--- src/rtl/me_load_arbiter.sv ---
// Load-bus arbiter for the motion-estimation register files: grants current-block or
// search-window refills and streams BEATS memory words into the selected file.
module me_load_arbiter #(
    parameter int DATA_W    = 64,
    parameter int BEATS     = 32,
    parameter int PRIO_MODE = 0
) (
    input  logic              i_clk,
    input  logic              i_reset,
    input  logic              i_cur_req,
    input  logic              i_srch_req,
    input  logic              i_flush,
    input  logic              i_mem_valid,
    input  logic [DATA_W-1:0] i_mem_data,
    output logic              o_mem_ready,
    output logic              o_mem_start,
    output logic              o_mem_sel,
    output logic [DATA_W-1:0] o_data_out,
    output logic              o_cur_WE,
    output logic              o_search_WE,
    output logic              o_cur_filled,
    output logic              o_src_filled,
    output logic              o_busy
);
    localparam int CNT_W = $clog2(BEATS);
    localparam logic [CNT_W-1:0] LAST_BEAT = CNT_W'(BEATS - 1);

    typedef enum logic [1:0] {S_IDLE, S_GRANT, S_XFER, S_DONE} state_t;

    state_t            r_state;
    logic [CNT_W-1:0]  r_beat_cnt;
    logic              r_last_grant;
    logic              r_settle;
    logic              r_mem_ready;
    logic              r_mem_start;
    logic              r_mem_sel;
    logic [DATA_W-1:0] r_data_out;
    logic              r_cur_we;
    logic              r_srch_we;
    logic              r_cur_filled;
    logic              r_src_filled;
    logic              r_busy;

    logic w_any_req;
    logic w_sel;
    logic w_accept;

    always_comb begin
        w_any_req = i_cur_req | i_srch_req;
        w_sel     = i_srch_req;
        if (i_cur_req && i_srch_req) begin
            w_sel = (PRIO_MODE == 1) ? 1'b0 : ~r_last_grant;
        end
    end

    assign w_accept = (r_state == S_XFER) && r_mem_ready && i_mem_valid;

    always_ff @(posedge i_clk or posedge i_reset) begin
        if (i_reset) begin
            r_state      <= S_IDLE;
            r_beat_cnt   <= '0;
            r_last_grant <= 1'b1;
            r_settle     <= 1'b0;
            r_mem_ready  <= 1'b0;
            r_mem_start  <= 1'b0;
            r_mem_sel    <= 1'b0;
            r_data_out   <= '0;
            r_cur_we     <= 1'b0;
            r_srch_we    <= 1'b0;
            r_cur_filled <= 1'b0;
            r_src_filled <= 1'b0;
            r_busy       <= 1'b0;
        end else if (i_flush) begin
            // Abort wins over everything, including a beat accepted this very cycle.
            r_state      <= S_IDLE;
            r_beat_cnt   <= '0;
            r_settle     <= 1'b0;
            r_mem_ready  <= 1'b0;
            r_mem_start  <= 1'b0;
            r_cur_we     <= 1'b0;
            r_srch_we    <= 1'b0;
            r_cur_filled <= 1'b0;
            r_src_filled <= 1'b0;
            r_busy       <= 1'b0;
        end else begin
            r_mem_start <= 1'b0;
            r_cur_we    <= 1'b0;
            r_srch_we   <= 1'b0;
            if (w_accept) begin
                r_data_out <= i_mem_data;
                r_cur_we   <= ~r_mem_sel;
                r_srch_we  <= r_mem_sel;
            end
            case (r_state)
                S_IDLE: begin
                    // One idle cycle after a fill lets requesters see filled before re-sampling.
                    r_settle <= 1'b0;
                    if (!r_settle && w_any_req) begin
                        r_state      <= S_GRANT;
                        r_busy       <= 1'b1;
                        r_mem_start  <= 1'b1;
                        r_mem_sel    <= w_sel;
                        r_last_grant <= w_sel;
                        r_beat_cnt   <= '0;
                        if (w_sel) begin
                            r_src_filled <= 1'b0;
                        end else begin
                            r_cur_filled <= 1'b0;
                        end
                    end
                end
                S_GRANT: begin
                    r_state     <= S_XFER;
                    r_mem_ready <= 1'b1;
                end
                S_XFER: begin
                    if (w_accept) begin
                        if (r_beat_cnt == LAST_BEAT) begin
                            r_state     <= S_DONE;
                            r_mem_ready <= 1'b0;
                        end else begin
                            r_beat_cnt <= r_beat_cnt + CNT_W'(1);
                        end
                    end
                end
                S_DONE: begin
                    r_state  <= S_IDLE;
                    r_busy   <= 1'b0;
                    r_settle <= 1'b1;
                    if (r_mem_sel) begin
                        r_src_filled <= 1'b1;
                    end else begin
                        r_cur_filled <= 1'b1;
                    end
                end
                default: r_state <= S_IDLE;
            endcase
        end
    end

    assign o_mem_ready  = r_mem_ready;
    assign o_mem_start  = r_mem_start;
    assign o_mem_sel    = r_mem_sel;
    assign o_data_out   = r_data_out;
    assign o_cur_WE     = r_cur_we;
    assign o_search_WE  = r_srch_we;
    assign o_cur_filled = r_cur_filled;
    assign o_src_filled = r_src_filled;
    assign o_busy       = r_busy;

endmodule

--- config.mk ---
export PLATFORM = sky130hd
export DESIGN_NAME = me_load_arbiter
export DESIGN_NICKNAME = d
export VERILOG_FILES = /design/src/rtl/me_load_arbiter.sv
export SDC_FILE = /design/constraint.sdc
export NUM_CORES = 1
export LEC_CHECK = 0
export CORE_UTILIZATION = 39
export CTS_BUF_LIST = sky130_fd_sc_hd__clkbuf_8
export DETAILED_ROUTE_END_ITERATION = 8
export GPL_TIMING_DRIVEN = 0
export HOLD_SLACK_MARGIN = 0.02
export PLACE_DENSITY = 0.74
export SYNTH_ARGS = -nofsm -noshare
export SYNTH_HDL_FRONTEND = slang
export SYNTH_SLANG_ARGS = --single-unit
--- constraint.sdc ---
create_clock -name i_clk -period 7.4 [get_ports i_clk]
set_input_delay 1.48 -clock i_clk [delete_from_list [all_inputs] [get_ports i_clk]]
set_output_delay 1.48 -clock i_clk [all_outputs]
set_load 0.01 [all_outputs]
Word-level counts from Yosys, hierarchy flattened
Index checks and enable logic that the tools add are counted.
{"block": "classes", "add_sub_neg": 1, "eq_ne": 12, "muxes": 37, "bitwise_logic": 4, "reduce_logical": 17}
{"cell": "1-bit two-way mux", "n": 22}
{"cell": "3-bit != test (second input constant)", "n": 7}
{"cell": "5-bit two-way mux", "n": 4}
{"cell": "4-bit AND reduction", "n": 3}
{"cell": "1-bit one-hot mux with 2 select lines", "n": 5}
{"cell": "5-bit one-hot mux with 2 select lines", "n": 1}
{"cell": "3-bit AND reduction", "n": 3}
{"cell": "3-bit nonzero test", "n": 3}
{"cell": "2-bit two-way mux", "n": 4}
{"cell": "2-bit one-hot mux with 4 select lines", "n": 1}
{"cell": "5-bit by 1-bit adder with 5-bit output (second input constant)", "n": 1}
{"cell": "5-bit == test (second input constant)", "n": 1}
{"cell": "2-bit == test (second input constant)", "n": 2}
{"cell": "1-bit logical AND", "n": 4}
{"cell": "2-bit AND reduction", "n": 2}
{"cell": "3-bit by 2-bit != test with 1-bit output (second input constant)", "n": 1}
{"cell": "1-bit inverter", "n": 3}
{"cell": "2-bit by 1-bit == test with 1-bit output (second input constant)", "n": 1}
{"cell": "2-bit zero test", "n": 1}
{"cell": "1-bit zero test", "n": 1}
{"cell": "1-bit bitwise OR", "n": 1}
{"block": "word_totals", "register_bits": 81, "in_bits": 70, "out_inout_bits": 72, "word_cells": 84}

Longest topological paths before layout
{"block": "logic_depth", "ltp_word": 6, "ltp_mapped": 7, "depth_no_buf": 7}

Least setup slack after synthesis
OpenSTA, ideal clock, no wires.
{"block": "synth_path", "path_type": "input port to flip-flop", "from": "input port i_flush", "to": "register r_data_out[25], in the netlist o_data_out[25]", "setup_time_ns": 0.125, "arrival_ns": 2.452, "t_required_ns": 7.275, "path_slack_ns": 4.823, "path_stages": 6, "path_buffers": 3, "cell_sequence": "buf_4 -> nor2b_4 -> nand3_2 -> buf_6 -> buf_6 -> mux2_4"}
{"block": "synth_between", "elab_chain_cells": 2}
{"item": "start, declared", "line": "12", "rtl": "input logic i_flush,"}
{"item": "1-bit inverter (no line)"}
{"item": "2-bit AND reduction (no line)"}
{"item": "end signal, assigned", "line": "90", "rtl": "r_data_out <= i_mem_data;"}
{"item": "end, declared", "line": "37", "rtl": "logic [DATA_W-1:0] r_data_out;"}
No other way between the ends.
A chain may end at the register's enable or synchronous reset.

Final worst setup path
{"block": "layout_path", "from": "register r_mem_ready, in the netlist o_mem_ready", "to": "output port o_mem_ready"}
{"item": "start, declared", "line": "34", "rtl": "logic r_mem_ready;"}
{"item": "start signal, assigned", "line": "64", "rtl": "r_mem_ready <= 1'b0;"}
{"item": "start signal, assigned", "line": "78", "rtl": "r_mem_ready <= 1'b0;"}
{"item": "start signal, assigned", "line": "114", "rtl": "r_mem_ready <= 1'b1;"}
{"item": "end, declared", "line": "15", "rtl": "output logic o_mem_ready,"}
No word-level cell between the ends.

==> flow_summary.ini <==
[logic_synthesis]
synth_ff_type = dfrtp_1
synth_top_area_share_pct = 57.85
syn-cell-area_sq_mm = 0.003461
async_flop_share_pct = 100.0
synth_area_leaders = dfrtp_1 (58%), mux2_4 (16%), mux2_2 (8.5%), ha_1 (2.2%), buf_6 (1.6%)
yosys.area.top_type = dfrtp_1
avgSynthCellArea_sq_um = 15.31
ys_seq_elements = 81
synth-edff-count = 0
synth_common_cells = dfrtp_1 (80), mux2_4 (38), mux2_2 (26)
synth_most_common_cell = dfrtp_1
synth_nets = 302
yosysSeqAreaShare_pct = 58.60
synth_cells = 226
ys_types = 40
yosys_warnings = 0

[layout]
nets = 454
layout.cells.non_filler = 491
design_area_sq_mm = 0.005215
area_growth_pct = 50.69
num_antenna_cells = 0
drive_gt1_share_pct = 24.80

[routing]
drt_first_pass_iters = 4
avgRoutedWirePerCell_microns = 14.88
drc = 0
viasPerCell = 4.784
ant_nets = 0
drtIter0Drc = 49
routed_wl_microns = 7305
num_vias = 2349

[clocking]
postCtsResizedCells = 0
cts_setup_buffers = 0
clk_pin_slew_ps = 70
cts_root_buffer = clkbuf_8
cts_tree = built
clock_latency_ps = 340
numCtsBuffers = 9
cts.sinks = 81
cts_max_level = 3
clockBufferDepth = 2
ctsHoldBuffers = 0

[floorplanning]
die_y_microns = 96.20
ioPinCount = 142
initial_core_util_pct = 40.08
rows = 34
die_area_sq_mm = 0.009254
fp.dieW_microns = 96.20
core_area_sq_mm = 0.008636

[timing]
setup_viol = 0
fmax_ghz = 0.3521
finalSetupTns_ps = 0
slew_viol_final = 0
worstMarginPinSlew_ps = 564.8
fin_ws_ps = 4560
finClkSkew_ps = 11.19
fin_crit_ps = 2840
min_period_over_period_pct = 38.38
hold_violations = 0
rsz0062_at_grt = no
maxSlewHeadroom_pct = 62.01

[setup_path]
start_kind = flop
critPathMaxStageDelay_ps = 580
critical_path.max_fanout = 6
crit_buf_inv = 1
cp-end-kind = output port
cp_top_family = buffers and inverters
critPathArrivalTime_ps = 1360
slowest_stage = clkdlybuf4s50_1
path_cells = clkdlybuf4s50_1
crit_type = reg2out
required_ps = 5920

[global_route]
busiest_layer = met2
grt_max_degree = 72
antenna_found_initial = 0
use_met1_pct = 19.31
use_met2_pct = 26.95
grt.overflow.total = 0
grtUsageTotal_pct = 15.96
first_global_vias = 2338
use_met3_pct = 4.265
grt_pass1_wl_microns = 11050

[placement]
pre_cts_ws_ps = 4371
place_congestion = 0.7069
dpl_cell_area_sq_mm = 0.005027
dp_hpwl_microns = 5335
numPortBuffers = 140
dp.cells = 475

[status]
status = completed

[power_and_ir_drop]
p_per_area_mw_per_mm2 = 286.1
p_leak_nw = 2.480
irDropWorstVdd_uv = 129.8

[worst_hold_path]
min_path_type = reg2reg

[run]
drv_cap = 0
-- cell families (layout without fill, tap and decap cells) --
kind of cell / after synthesis / count (layout) / share of synthesized area (%)
adder cells (fa/ha/maj): 6 / 6 / 2.169
AND/OR/NAND/NOR: 31 / 31 / 4.845
multiplexers: 65 / 65 / 25.24
AO/OA/AOI/OAI: 28 / 28 / 6.255
buffers and inverters: 15 / 172 / 2.892
flip-flops: 81 / 81 / 58.60
-- layer usage --
| layer | vias to the layer above | wire length, microns |
|---|---|---|
| li1 | 1097 | - |
| met1 | 1168 | 3108 |
| met2 | 74 | 3632 |
| met3 | 10 | 470 |
| met4 | 0 | 93 |
| met5 | - | 0 |
-- layout make-up --
class,count,area (sq um)
clock inverters,7,63.81
multi-input cells,130,1333
inverters,7,28.78
clock buffers,9,123.9
plain buffers,8,73.82
fillers,703,3421
well taps,108,135.1
repair buffers,141,1429
flip-flops and latches,81,2028
-- registers in the layout (all words and copies together) (netlist names) --
signal and cells:
o_data_out 64, r_settle 1, r_state 2, o_src_filled 1, o_mem_start 1, r_beat_cnt 5, o_mem_sel 1, o_cur_WE 1
r_last_grant 1, o_search_WE 1, o_cur_filled 1, o_busy 1, o_mem_ready 1
-- power breakdown --
| part | leakage (nW) | switching (W) | internal (W) | total (W) |
|---|---|---|---|---|
| clock | 0.102 | 0.000154 | 0.000153 | 0.000307 |
| combinational | 1.29 | 0.000198 | 0.000358 | 0.000556 |
| sequential | 1.09 | 0.0000695 | 0.000560 | 0.000629 |
-- placed cells by master (no fill, tap or decap), types with 2 or more instances in the layout --
| cell | n |
|---|---|
| clkinv_2 | 2 |
| a21oi_1 | 5 |
| o21ai_0 | 7 |
| clkdlybuf4s50_1 | 140 |
| nor2b_1 | 3 |
| nand2_1 | 9 |
| ha_1 | 6 |
| nor2_1 | 7 |
| a31oi_1 | 2 |
| clkbuf_8 | 9 |
| mux2_4 | 38 |
| nand2b_1 | 3 |
| buf_2 | 2 |
| dfrtp_1 | 80 |
| mux2_2 | 26 |
| buf_6 | 5 |
| inv_1 | 8 |
-- metrics by stage --
stage | total power [W] | utilization (%) | hold WS [ps]
final | 0.001492 | 60.39 | 495.3
after global routing | 0.001585 | 60.39 | 515.6
after detailed placement | 0.001198 | 58.21 | 480.3
after global placement | 0.001180 | 57.87 | 471.5
after floorplan | 0.0008986 | - | 452.0
after CTS | 0.001515 | 60.39 | 499.3
-- final timing paths --
check | start | to | slack [ps] | cells after the start
worst max-delay path | o_mem_ready | o_mem_ready | 4560 | 1
worst min-delay path | r_beat_cnt[3] | r_beat_cnt[3] | 500 | 1
worst max register to register | r_beat_cnt[0] | r_beat_cnt[3] | 5340 | 7
worst min register to register | r_beat_cnt[3] | r_beat_cnt[3] | 500 | 1
max in group asynchronous | i_reset | o_data_out[52] | 5390 | 3
min in group asynchronous | i_reset | o_data_out[9] | 1400 | 2
No activity file was read; power rests on OpenSTA's default activity.
